## src/rtl/exec_unit.sv

```systemverilog
// exec_unit: execute-stage controller placed in front of an 8-bit ALU.
// It holds the operand registers A and B. Instructions arrive one at a time
// over a valid/ready handshake. The ALU inputs are driven from A, B and the
// latched instruction, and the ALU result is written back to A or B while
// the zero and negative flags are updated. A three-state FSM (IDLE, EXEC, WB)
// sequences each instruction, so the block retires at most one instruction
// every three cycles.
//
// Ports:
//   clk, rst_n          clock (rising edge) and asynchronous active-low reset
//   in_valid, in_ready  instruction handshake; instr is sampled when both are 1
//   instr[13:0]         {kind[1:0], dst, sel[2:0], imm[7:0]}
//   alu_a, alu_b, alu_s operands and select driven to the ALU
//   alu_out             combinational ALU result
//   reg_a, reg_b        current A and B registers
//   flag_z, flag_n      zero / negative flags of the last written result
//   done                one-cycle pulse when an instruction retires
module exec_unit #(
    parameter int W = 8
) (
    input  logic         clk,
    input  logic         rst_n,
    input  logic         in_valid,
    output logic         in_ready,
    input  logic [13:0]  instr,
    output logic [W-1:0] alu_a,
    output logic [W-1:0] alu_b,
    output logic [2:0]   alu_s,
    input  logic [W-1:0] alu_out,
    output logic [W-1:0] reg_a,
    output logic [W-1:0] reg_b,
    output logic         flag_z,
    output logic         flag_n,
    output logic         done
);

    typedef enum logic [1:0] {
        IDLE = 2'd0,
        EXEC = 2'd1,
        WB   = 2'd2
    } state_t;

    localparam logic [1:0] KIND_RR  = 2'b00;
    localparam logic [1:0] KIND_LDI = 2'b01;
    localparam logic [1:0] KIND_RI  = 2'b10;
    localparam logic [1:0] KIND_NOP = 2'b11;

    state_t       state, state_nxt;
    logic [13:0]  ir;
    logic [W-1:0] res;
    logic [W-1:0] a_q, b_q;
    logic         z_q, n_q, done_q;

    logic [1:0]   kind;
    logic         dst;
    logic [W-1:0] imm_ext;

    function automatic logic zero_of(input logic [W-1:0] v);
        return (v == '0);
    endfunction

    function automatic logic neg_of(input logic [W-1:0] v);
        return v[W-1];
    endfunction

    assign kind    = ir[13:12];
    assign dst     = ir[11];
    assign imm_ext = W'(ir[7:0]);

    // ALU drive is purely combinational from the latched instruction, so it
    // is stable for the whole EXEC cycle in which RES is captured.
    assign alu_a = a_q;
    assign alu_b = (kind == KIND_RI) ? imm_ext : b_q;
    assign alu_s = ir[10:8];

    assign reg_a  = a_q;
    assign reg_b  = b_q;
    assign flag_z = z_q;
    assign flag_n = n_q;
    assign done   = done_q;

    // State register
    always_ff @(posedge clk or negedge rst_n) begin
        if (!rst_n) begin
            state <= IDLE;
        end else begin
            state <= state_nxt;
        end
    end

    // Next-state and handshake
    always_comb begin
        state_nxt = state;
        in_ready  = 1'b0;
        case (state)
            IDLE: begin
                in_ready = 1'b1;
                if (in_valid) begin
                    state_nxt = EXEC;
                end
            end
            EXEC:    state_nxt = WB;
            WB:      state_nxt = IDLE;
            default: state_nxt = IDLE;
        endcase
    end

    // Datapath: instruction latch, result capture, write-back
    always_ff @(posedge clk or negedge rst_n) begin
        if (!rst_n) begin
            ir     <= '0;
            res    <= '0;
            a_q    <= '0;
            b_q    <= '0;
            z_q    <= 1'b0;
            n_q    <= 1'b0;
            done_q <= 1'b0;
        end else begin
            done_q <= 1'b0;
            case (state)
                IDLE: begin
                    if (in_valid) begin
                        ir <= instr;
                    end
                end
                EXEC: begin
                    // RES holds the pre-write operands' result, so A <= A op B
                    // sees the old A.
                    case (kind)
                        KIND_RR, KIND_RI: res <= alu_out;
                        KIND_LDI:         res <= imm_ext;
                        default:          res <= res;
                    endcase
                end
                WB: begin
                    done_q <= 1'b1;
                    if (kind != KIND_NOP) begin
                        if (dst) begin
                            b_q <= res;
                        end else begin
                            a_q <= res;
                        end
                        z_q <= zero_of(res);
                        n_q <= neg_of(res);
                    end
                end
                default: ;
            endcase
        end
    end

endmodule

```

## config.mk

```make
export PLATFORM = sky130hd
export DESIGN_NAME = exec_unit
export DESIGN_NICKNAME = d
export VERILOG_FILES = /design/src/rtl/exec_unit.sv
export SDC_FILE = /design/constraint.sdc
export NUM_CORES = 1
export LEC_CHECK = 0
export ABC_AREA = 0
export CAP_MARGIN = 20
export CORE_MARGIN = 3
export CORE_UTILIZATION = 49
export DETAILED_ROUTE_END_ITERATION = 12
export HOLD_SLACK_MARGIN = 0.05
export PLACE_DENSITY_LB_ADDON = 0.25
export SLEW_MARGIN = 5
export SYNTH_ARGS = -nofsm -noshare
export SYNTH_HDL_FRONTEND = slang
export SYNTH_SLANG_ARGS = --single-unit
```

## constraint.sdc

```tcl
create_clock -name clk -period 3 [get_ports clk]
set_input_delay 0.6 -clock clk [delete_from_list [all_inputs] [get_ports clk]]
set_output_delay 0.6 -clock clk [all_outputs]
set_load 0.02 [all_outputs]
```

Word-level counts from Yosys, hierarchy flattened
Index checks and enable logic that the tools add are counted.
{"block": "totals", "regBits": 43, "inputBits": 25, "wordCells": 31}
{"block": "op_classes", "eq_ne": 6, "muxes": 6, "bitwise": 1, "n_reduce_logical": 10}
{"operator": "$pmux W8 S2", "n": 1}
{"operator": "$logic_not A8 Y1", "n": 1}
{"operator": "$mux W8", "n": 1}
{"operator": "$reduce_and A2 Y1", "n": 3}
{"operator": "$reduce_and A3 Y1", "n": 2}
{"operator": "$eq A2 B1 Y1 const B", "n": 2}
{"operator": "$eq A2 B2 Y1 const B", "n": 2}
{"operator": "$logic_not A2 Y1", "n": 2}
{"operator": "$ne A2 B2 Y1 const B", "n": 2}
{"operator": "$pmux W2 S2", "n": 1}
{"operator": "$mux W1", "n": 2}
{"operator": "$mux W2", "n": 1}
{"operator": "$reduce_bool A2 Y1", "n": 1}
{"operator": "$reduce_or A2 Y1", "n": 1}
{"operator": "$not A1 Y1", "n": 1}

Longest topological paths before layout
Gate-level depths: netlist of run 1.
{"block": "logic_depth", "word_depth": 4, "ltp_mapped": 5}

Worst setup path after synthesis of run 1
OpenSTA, ideal clock, no wires.
{"block": "synth_timing", "path_type": "reg-to-output", "start": "register ir[13]", "end": "output alu_b[0]", "arrival_time_ns": 1.028, "t_required_ns": 2.400, "slack_ns": 1.372, "path_stages_with_launch": 4, "n_path_buf": 1, "path_cell_list": "dfrtp_1 -> nand2b_1 -> buf_2 -> mux2_2"}
{"block": "synth_between", "elab_chain_cells": 2}
{"item": "start: declaration", "line_no": "49", "text": "logic [13:0] ir;"}
{"item": "start signal: assignment", "line_no": "123", "text": "ir <= instr;"}
{"item": "$eq A2 B2 Y1", "line_no": "73", "text": "assign alu_b = (kind == KIND_RI) ? imm_ext : b_q;"}
{"item": "$mux W8", "line_no": "73"}
{"item": "end: declaration", "line_no": "27", "text": "output logic [W-1:0] alu_b,"}
No other way between the ends.

Worst setup path after layout of run 1
{"block": "layout_timing", "start": "register ir[12]", "end": "output alu_b[7]"}
The elaborated chain is that of the path after synthesis.

==> results of run 1 <==
## synth_stat cells
cell	instances
dfrtp_1	43
mux2_2	29
buf_4	12
mux2_4	12
a21oi_1	10
mux2i_1	5
mux2_1	4
buf_6	3
nand2_1	3
and2_4	2
nor2b_1	2
nor4_1	2
o21ai_0	2
and2_1	1
buf_12	1
buf_2	1
inv_2	1
nand2b_1	1
nand2b_4	1
nand3_2	1
nor2_2	1
nor3_4	1
## cell usage in the layout, fill, tap and decap left out, types with 2 or more instances in the layout
cell,count
a21oi_1,10
and2_4,2
clkbuf_8,6
clkdlybuf4s50_1,62
dfrtp_1,43
mux2_1,4
mux2_2,29
mux2_4,12
mux2i_1,5
nand2_1,3
nor2b_1,2
nor4_1,2
o21ai_0,2
## state kept, by name (all words and copies together) (netlist names)
name,cells
flag_z,1
ir,14
reg_b,8
flag_n,1
alu_a,8
done,1
state,2
res,8
## cells by family after synthesis
| logic type | Yosys count |
|---|---|
| DFF | 43 |
| and+or+nand+nor | 15 |
| buffers and inverters | 18 |
| muxes | 50 |
| AOI/OAI and AO/OA | 12 |
## cell type report
cell class / instances / share of cell area
Multi-Input combinational cell: 77 / 0.291
Sequential cell: 43 / 0.404
Clock buffer: 6 / 0.0310
Tap cell: 48 / 0.0225
Timing Repair Buffer: 64 / 0.238
Clock inverter: 2 / 0.0131
Inverter: 1 / 0.00141
## final timing paths
path / end / slack (ps)
worst min-delay path: reg_b[7] / 440
worst max register to register: res[4] / 1330
max in group asynchronous: reg_b[3] / 1980
worst max-delay path: alu_b[7] / 300
worst min register to register: ir[8] / 530
min in group clk: ir[8] / 530
## worst reg2reg max path, cell delays in order, from the launching register on
cell and delay, ps:
dfrtp_1 420, nor2b_1 500, mux2_1 390, mux2_4 250
## metrics by stage
stage                     instances   util  instance area (µm²)  worst slack [ps]
after CTS                       241  0.702                 2670               285
after floorplan                 138      -                 2000              1370
after global routing            241  0.702                 2670               252
after global placement          233  0.671                 2550               673
final                           241  0.702                 2670               304
after detailed placement        233  0.671                 2550               607
## power groups by stage
stage	clock network, mW	registers, mW	logic (mW)
after floorplan	0	1.10	0.702
after global placement	0	0.991	1.31
after detailed placement	0	1.01	1.33
after CTS	0.468	1.00	1.34
after global routing	0.490	1.04	1.39
final	0.456	1.00	1.33
## layer usage
| metal | part of all wire | up-vias | wire length [µm] | track usage |
|---|---|---|---|---|
| li1 | - | 581 | - | - |
| met3 | 0.055 | 4 | 227 | 0.0432 |
| met2 | 0.52 | 45 | 2160 | 0.322 |
| met4 | 0.011 | 0 | 47 | 0.0574 |
| met5 | 0 | - | 0 | 0 |
| met1 | 0.41 | 644 | 1690 | 0.216 |
==> impl_metrics.tcl, run 1 <==
set metrics [dict create \
    ys_types 22 \
    synth-seq-area-share 0.537 \
    clk_pin_slew_ps 80 \
    worst_hold_slack_ps 444 \
    cts_root_buf "clkbuf_8" \
    cp-end-kind "output pin" \
    drive_gt1_frac 0.301 \
    yosys-top-cells-area "dfrtp_1 (54%), mux2_2 (16%), mux2_4 (9.0%), buf_4 (4.5%), a21oi_1 (2.5%)" \
    vias_per_cell 5.29 \
    worstRegToRegCells 3 \
    grt_max_degree 44 \
    finalHoldViolCount 0 \
    intPower_mw 1.80 \
    power.share.clock 0.164 \
    row_count 22 \
    crit_cells 3 \
    fmax_mhz 371 \
    clock_skew_ps 7.50 \
    cts_setup_buffers 0 \
    critical-path-top-delay-family "buffers and inverters" \
    die-area_um2 4890 \
    max-vdd-ir-drop_v 0.000566 \
    clock_sinks 43 \
    leakage_nw 1.12 \
    gp_congestion 0.794 \
    setup_violations 0 \
    synthMuxAreaShare 0.300 \
    pin_count 64 \
    tns_ps 0 \
    min_period_over_period 0.899 \
    worstPathArrival_ps 2100 \
    core_area_um2 3800 \
    num_antenna_cells 0 \
    grt_pass1_vias 1352 \
    worstMarginPinSlew_ps 923 \
    register_area_um2 1080 \
    netlist_area_um2 2000 \
    grt_antenna_before_repair 0 \
    cts_hold_buf 0 \
    synth_top_family_by_area "multiplexers" \
    vias 1274 \
    fillers 264 \
    slew-limit-headroom 0.385 \
    numPortBuffers 63 \
    routed_wl_um 4120 \
    crit_required_ps 2400 \
    synth_fp_nets 163 \
    yosys_warnings 0 \
    worstSetupStartpoint "ir[12]" \
    crit_chain "nand2b_1 -> mux2_2 -> clkdlybuf4s50_1" \
    p_switching_mw 0.979 \
    drc 0 \
    hpwl_um 2990 \
    multi_input_area_um2 774 \
    firstDrtPassIters 4 \
    layout.nets 217 \
    cp-start-kind "register" \
    ant_nets 0 \
    avgSynthCellArea_um2 14.5 \
    rr_startpoint "ir[13]" \
    grt-ovfl-total 0 \
    fin_crit_ps 2700 \
    start_util 0.527 \
    synth_cells 138 \
    area_growth_pct 33.0 \
    power_density_nw_per_um2 1040 \
    rsz0062_at_grt "false" \
    swShare 0.352 \
    slew_viol_final 0 \
    ys_seq_elements 43 \
    synthAdderAreaFrac 0 \
    critPathMaxFanout 8 \
    synth_simple_gate_area_share 0.0562 \
    fp.dieH_um 69.9 \
    critPathBufInv 1 \
    grt_pass1_wl_um 6920 \
    clock_latency_ps 290 \
    wl_per_cell_um 17.1 \
    maxCapViolations 0 \
    outcome "complete, no violations" \
    crit_type "reg2out" \
    power_frac_seq 0.360 \
    die_w_um 69.9 \
    synth_top_area_share 0.537 \
    drt-initial-drc-count 43 \
    pwr-share-comb 0.477 \
    power_mw 2.78 \
    synth-compound-area-share 0.0300 \
    cts_buffers 5 \
    max_stage_delay_ps 550 \
    hold_class "in2async" \
    ctsResizeCount 0 \
    htree_levels 2 \
    max-clock-path-buffers 2 \
    synth_area_leader_cell "dfrtp_1" \
    synth_xor_area_frac 0 \
    cts_tree "built" \
    cp_slowest_cell "clkdlybuf4s50_1" \
    track_usage 0.181 \
]
Note: power is estimated with default switching activity, not from simulation.
==> inputs of run 2 (changes only) <==
--- a/config.mk
+++ b/config.mk
@@ -8,7 +8,8 @@
 export ABC_AREA = 0
 export CAP_MARGIN = 20
 export CORE_MARGIN = 3
-export CORE_UTILIZATION = 49
+export CORE_UTILIZATION = 51
+export CTS_BUF_LIST = sky130_fd_sc_hd__clkbuf_8
 export DETAILED_ROUTE_END_ITERATION = 12
 export HOLD_SLACK_MARGIN = 0.05
 export PLACE_DENSITY_LB_ADDON = 0.25
==> run 2 against run 1 <==
Effect of this change: worst setup slack gained 47 ps; sequential cell count unchanged; wire length fell by 4.2%; total power is 1.6% lower; critical endpoint is now alu_b[4].
==> impl_metrics.tcl, run 2 (synthesized netlist as in run 1, its figures left out) <==
set metrics [dict create \
    power_density_nw_per_um2 1030 \
    fin_crit_ps 2650 \
    setup_violations 0 \
    grt_pass1_wl_um 6170 \
    crit_chain "nand2b_1 -> mux2_2 -> clkdlybuf4s50_1" \
    routed_wl_um 3950 \
    clock_latency_ps 290 \
    top_register "ir" \
    rr_startpoint "ir[12]" \
    vias 1243 \
    max_stage_delay_ps 540 \
    max-clock-path-buffers 2 \
    reg2reg_slack_ps 1370 \
    cp-end-kind "output pin" \
    gp_congestion 0.770 \
    die-area_um2 4720 \
    critPathMaxFanout 8 \
    fp.dieH_um 68.7 \
    cts_root_buf "clkbuf_8" \
    die_w_um 68.7 \
    layout.nets 217 \
    max-vdd-ir-drop_v 0.000600 \
    worstRegToRegCells 3 \
    dp_slack_ps 638 \
    finalHoldViolCount 0 \
    area_growth_pct 32.3 \
    numPortBuffers 63 \
    slew-limit-headroom 0.395 \
    largest_register_ff_count 14 \
    r2r-end "res[6]" \
    grt-ovfl-total 0 \
    clk_pin_slew_ps 80 \
    worstSetupStartpoint "ir[12]" \
    slew_viol_final 0 \
    critical-path-top-delay-family "buffers and inverters" \
    start_util 0.539 \
    outcome "complete, no violations" \
    finish.utilization 0.713 \
    rsz0062_at_grt "false" \
    fmax_mhz 378 \
    grt_max_degree 44 \
    crit_required_ps 2400 \
    hpwl_um 2910 \
    worstMarginPinSlew_ps 907 \
    clock_sinks 43 \
    pin_count 64 \
    track_usage 0.186 \
    num_antenna_cells 0 \
    tns_ps 0 \
    htree_levels 2 \
    vias_per_cell 5.18 \
    grt_pass1_vias 1261 \
    ant_nets 0 \
    maxCapViolations 0 \
    worstPathArrival_ps 2050 \
    leakage_nw 1.11 \
    hold_class "in2async" \
    drc 0 \
    fillers 271 \
    final_common_cell "clkdlybuf4s50_1" \
    cp_slowest_cell "clkdlybuf4s50_1" \
    cts_hold_buf 0 \
    drive_gt1_frac 0.292 \
    clock_skew_ps 12.0 \
    row_count 22 \
    drt-initial-drc-count 45 \
    ctsResizeCount 0 \
    cts_buffers 5 \
    cts_tree "built" \
    setup_ws_ps 351 \
    cts_setup_buffers 0 \
    grt_antenna_before_repair 0 \
    crit_type "reg2out" \
    min_period_over_period 0.883 \
    wl_per_cell_um 16.4 \
    critPathBufInv 1 \
    firstDrtPassIters 4 \
    cp-start-kind "register" \
    final_cell_mix "clkdlybuf4s50_1 (62), dfrtp_1 (43), mux2_2 (29), mux2_4 (12), a21oi_1 (10)" \
    core_area_um2 3720 \
]
==> run 2: how the worst max path moves through the flow <==
stage,slack (ps),end,cells past startpoint
after floorplan,1370,alu_b[0],3
after global placement,680,alu_b[2],3
after detailed placement,640,alu_b[0],3
after CTS,310,alu_b[0],3
final,350,alu_b[4],3
after global routing,250,alu_b[4],3
==> run 2: per-layer routing <==
metal / GRT usage / part of all wire / vias up
met4: 0.0968 / 0.0086 / 0
li1: - / - / 576
met2: 0.292 / 0.50 / 44
met1: 0.239 / 0.42 / 619
met5: 0 / 0 / -
met3: 0.0421 / 0.066 / 4
==> run 2: final cells by class <==
class	count	area, µm²	share of cell area
inverters	1	3.75	0.00142
repair buffers	64	633	0.239
clock inverters	2	33.8	0.0127
flip-flops and latches	43	1080	0.406
clock buffers	5	68.8	0.0260
multi-input cells	77	774	0.292
well taps	48	60.1	0.0227
==> run 2: worst register-to-register path: cells and delay by family (launching register included) <==
kind             cells  cell delay, ps
multiplexers         2             640
flip-flops           1             390
AND/OR/NAND/NOR      1             500
==> run 2: metrics by stage <==
step,cell area [µm²],cells,power [mW],hold slack (ps)
4_1_cts,2650,240,2.77,453
6_report,2650,240,2.74,429
3_3_place_gp,2550,233,2.30,494
3_5_place_dp,2550,233,2.34,498
5_1_grt,2650,240,2.90,508
2_1_floorplan,2000,138,1.81,304
==> run 2: where the power goes <==
group	total, mW	switching (mW)	internal, mW
sequential	1.00	0.195	0.805
combinational	1.32	0.590	0.728
clock	0.419	0.179	0.240
total	2.74	0.963	1.77
==> patch: new RTL, settings of run 2 <==
The 3 states of `state_t` get a one-hot encoding in 3 bits.
--- a/src/rtl/exec_unit.sv
+++ b/src/rtl/exec_unit.sv
@@ -35,8 +35,8 @@
 );
 
-    typedef enum logic [1:0] {
-        IDLE = 2'd0,
-        EXEC = 2'd1,
-        WB   = 2'd2
+    typedef enum logic [2:0] {
+        IDLE = 3'b001,
+        EXEC = 3'b010,
+        WB   = 3'b100
     } state_t;
 
Behaviour: no difference found for any inputs over 10 cycles, from zero or initial values and one cycle with rst_n low; not proved beyond that.
==> patch against run 2 <==
  * Clock power down 7.4%
  * Power increased by 2.2%
  * Area after synthesis shrank 0.50%
  * Fmax down 0.44%
  * Final cell count up 0.83%
  * Clock skew shrank 0.0060 ns
  * Synthesized cell count up 0.72%
  * Sequential cell count grew 1
  * Hold slack gained 0.022 ns
  * Cell area increased by 0.42%
  * Worst setup slack worse by 0.012 ns
  * Combinational power increased by 3%
  * Wire length up 3.5%
  * Critical path type unchanged
==> patch: results (changes against run 2) <==
----------------------------------------------------
[Outcome]
  Run status ... finished, final reports clean

[GRT]
  Wire length of the first global-routing pass ... 6.39 mm (+3.6%)
  Largest net degree at the start of global routing ... 45 (+2.3%)
  Global-route usage over all layers ... 0.194 (+0.00802)
  Number of global-route vias before repair ... 1311 (+4.0%)

[Synth]
  Biggest area contributors in the synthesized netlist ... dfrtp_1, mux2_2, mux2_1
  Post-synth EDFFs ... 0 (unchanged)
  Most instantiated cells after synthesis ... dfrtp_1, mux2_2, a21oi_1
  Yosys cell types ... 25 (+14%)
  Synthesized netlist net count ... 164 (+0.61%)
  Part of the Yosys area used for sequential elements ... 0.553 (+0.0159)

[Clock tree]
  Clock tree root buffer cell ... clkbuf_8
  Post-CTS setup buffer count ... 0 (unchanged)
  Number of buffers on the longest clock path ... 2 (unchanged)
  Post-CTS clock slew at the launch and capture registers of the worst setup and hold paths ... 0.07 ns
  Worst-skew pair later-pin latency ... 0.30 ns
  Number of CTS-inserted buffers ... 5 (unchanged)

[Detailed routing]
  Number of iterations in the first detailed-routing pass ... 4 (unchanged)
  Final ANT Viol Nets ... 0 (unchanged)
  Initial DRC count ... 40 (-11%)
  Routed WL per cell ... 16.9 um (+2.7%)
  Via density per instance ... 5.37 (+3.7%)

[Worst setup path]
  Slowest CP cell ... clkdlybuf4s50_1
  CP top delay family ... buffers and inverters
  Delay contributed by the slowest stage of the critical path ... 0.56 ns (+0.02 ns)

[Power]
  Leakage power ... 1.14 nW (+2.4%)
  Worst-case vdd ir drop ... 0.585 mV (-2.5%)
  Fraction of power spent switching nets ... 0.368 (+0.0157)

[Placement]
  Minimum setup slack after placement ... 0.664 ns (+0.0262 ns)
  Routability-driven placement congestion ratio ... 0.713 (-7.3%)
  Estimated wirelength of the detail-placed design ... 3.06 mm (+5.0%)
  Port Buffer Count ... 63 (unchanged)
  Post-place instance area ... 2560 um2 (+0.69%)

[Layout]
  Layout Nets ... 219 (+0.92%)
  Largest reg by FF count ... ir
  Number of flip-flops under the largest register name ... 14 (unchanged)
  Number of inserted filler cells in the final layout ... 272 (+0.37%)
  Layout cell share with drive strength beyond 1 ... 0.253 (-0.0391)

[STA]
  Remaining max-slew budget at the tightest pin ... 0.368 (-0.0271)
  Final clock skew ... 0.00602 ns (-0.00602 ns)
  Shortest period the worst path allows ... 2.66 ns (+0.0118 ns)

[Hold path]
  Min-delay worst type ... in2async

----------------------------------------------------
-- patch: cell types whose count changed in the layout (fill, tap and decap cells not counted), sizes merged, moves of 2 or more --
cell | run 2 | this run
clkbuf | 5 | 7
a21oi | 10 | 14
nor3b | 0 | 3
mux2i | 5 | 7
mux2 | 45 | 41
inv | 2 | 0
o21ai | 2 | 0
-- patch: through the flow --
stage | cells | utilization
floorplan | 139 | -
global placement | 235 | 0.690
detailed placement | 235 | 0.690
CTS | 242 | 0.716
global route | 242 | 0.716
finish | 242 | 0.716
-- patch: worst paths after layout --
| kind | cells past startpoint | from | slack, ns | endpoint |
|---|---|---|---|---|
| setup / recovery | 3 | ir[12] | 0.34 | alu_b[0] |
| hold / removal | 1 | rst_n | 0.45 | flag_z |
| setup reg to reg | 3 | ir[13] | 1.25 | res[7] |
| hold reg to reg | 1 | flag_z | 0.50 | flag_z |
| max in group asynchronous | 1 | rst_n | 1.96 | alu_a[7] |
| min in group clk | 1 | flag_z | 0.50 | flag_z |
-- patch: layout make-up --
type / instances / area [um2] / area share
well taps: 48 / 60.1 / 0.0226
multi-input cells: 78 / 762 / 0.286
flip-flops and latches: 44 / 1100 / 0.414
clock buffers: 7 / 96.3 / 0.0362
repair buffers: 65 / 641 / 0.241
-- patch: cells by family (layout without fill, tap and decap cells) --
| logic type | after synthesis | count (layout) | share of synthesized area |
|---|---|---|---|
| compound gates | 15 | 15 | 0.0402 |
| buf+inv | 17 | 72 | 0.0647 |
| flops | 44 | 44 | 0.553 |
| mux | 48 | 48 | 0.271 |
| simple gates | 15 | 15 | 0.0716 |
-- patch: routing by layer --
| metal | GRT usage | part of all wire | up-vias |
|---|---|---|---|
| met5 | 0 | 0 | - |
| met1 | 0.218 | 0.38 | 643 |
| met3 | 0.0373 | 0.070 | 11 |
| met2 | 0.342 | 0.53 | 53 |
| met4 | 0.107 | 0.023 | 0 |
| li1 | - | - | 593 |
-- patch: power by group through the flow --
stage | Combinational, W | Sequential (W) | Clock (W)
after floorplan | 0.000808 | 0.00111 | 0
after global placement | 0.00134 | 0.00103 | 0
after detailed placement | 0.00138 | 0.00106 | 0
after CTS | 0.00138 | 0.00105 | 0.000396
after global routing | 0.00146 | 0.00108 | 0.000423
final | 0.00136 | 0.00105 | 0.000388
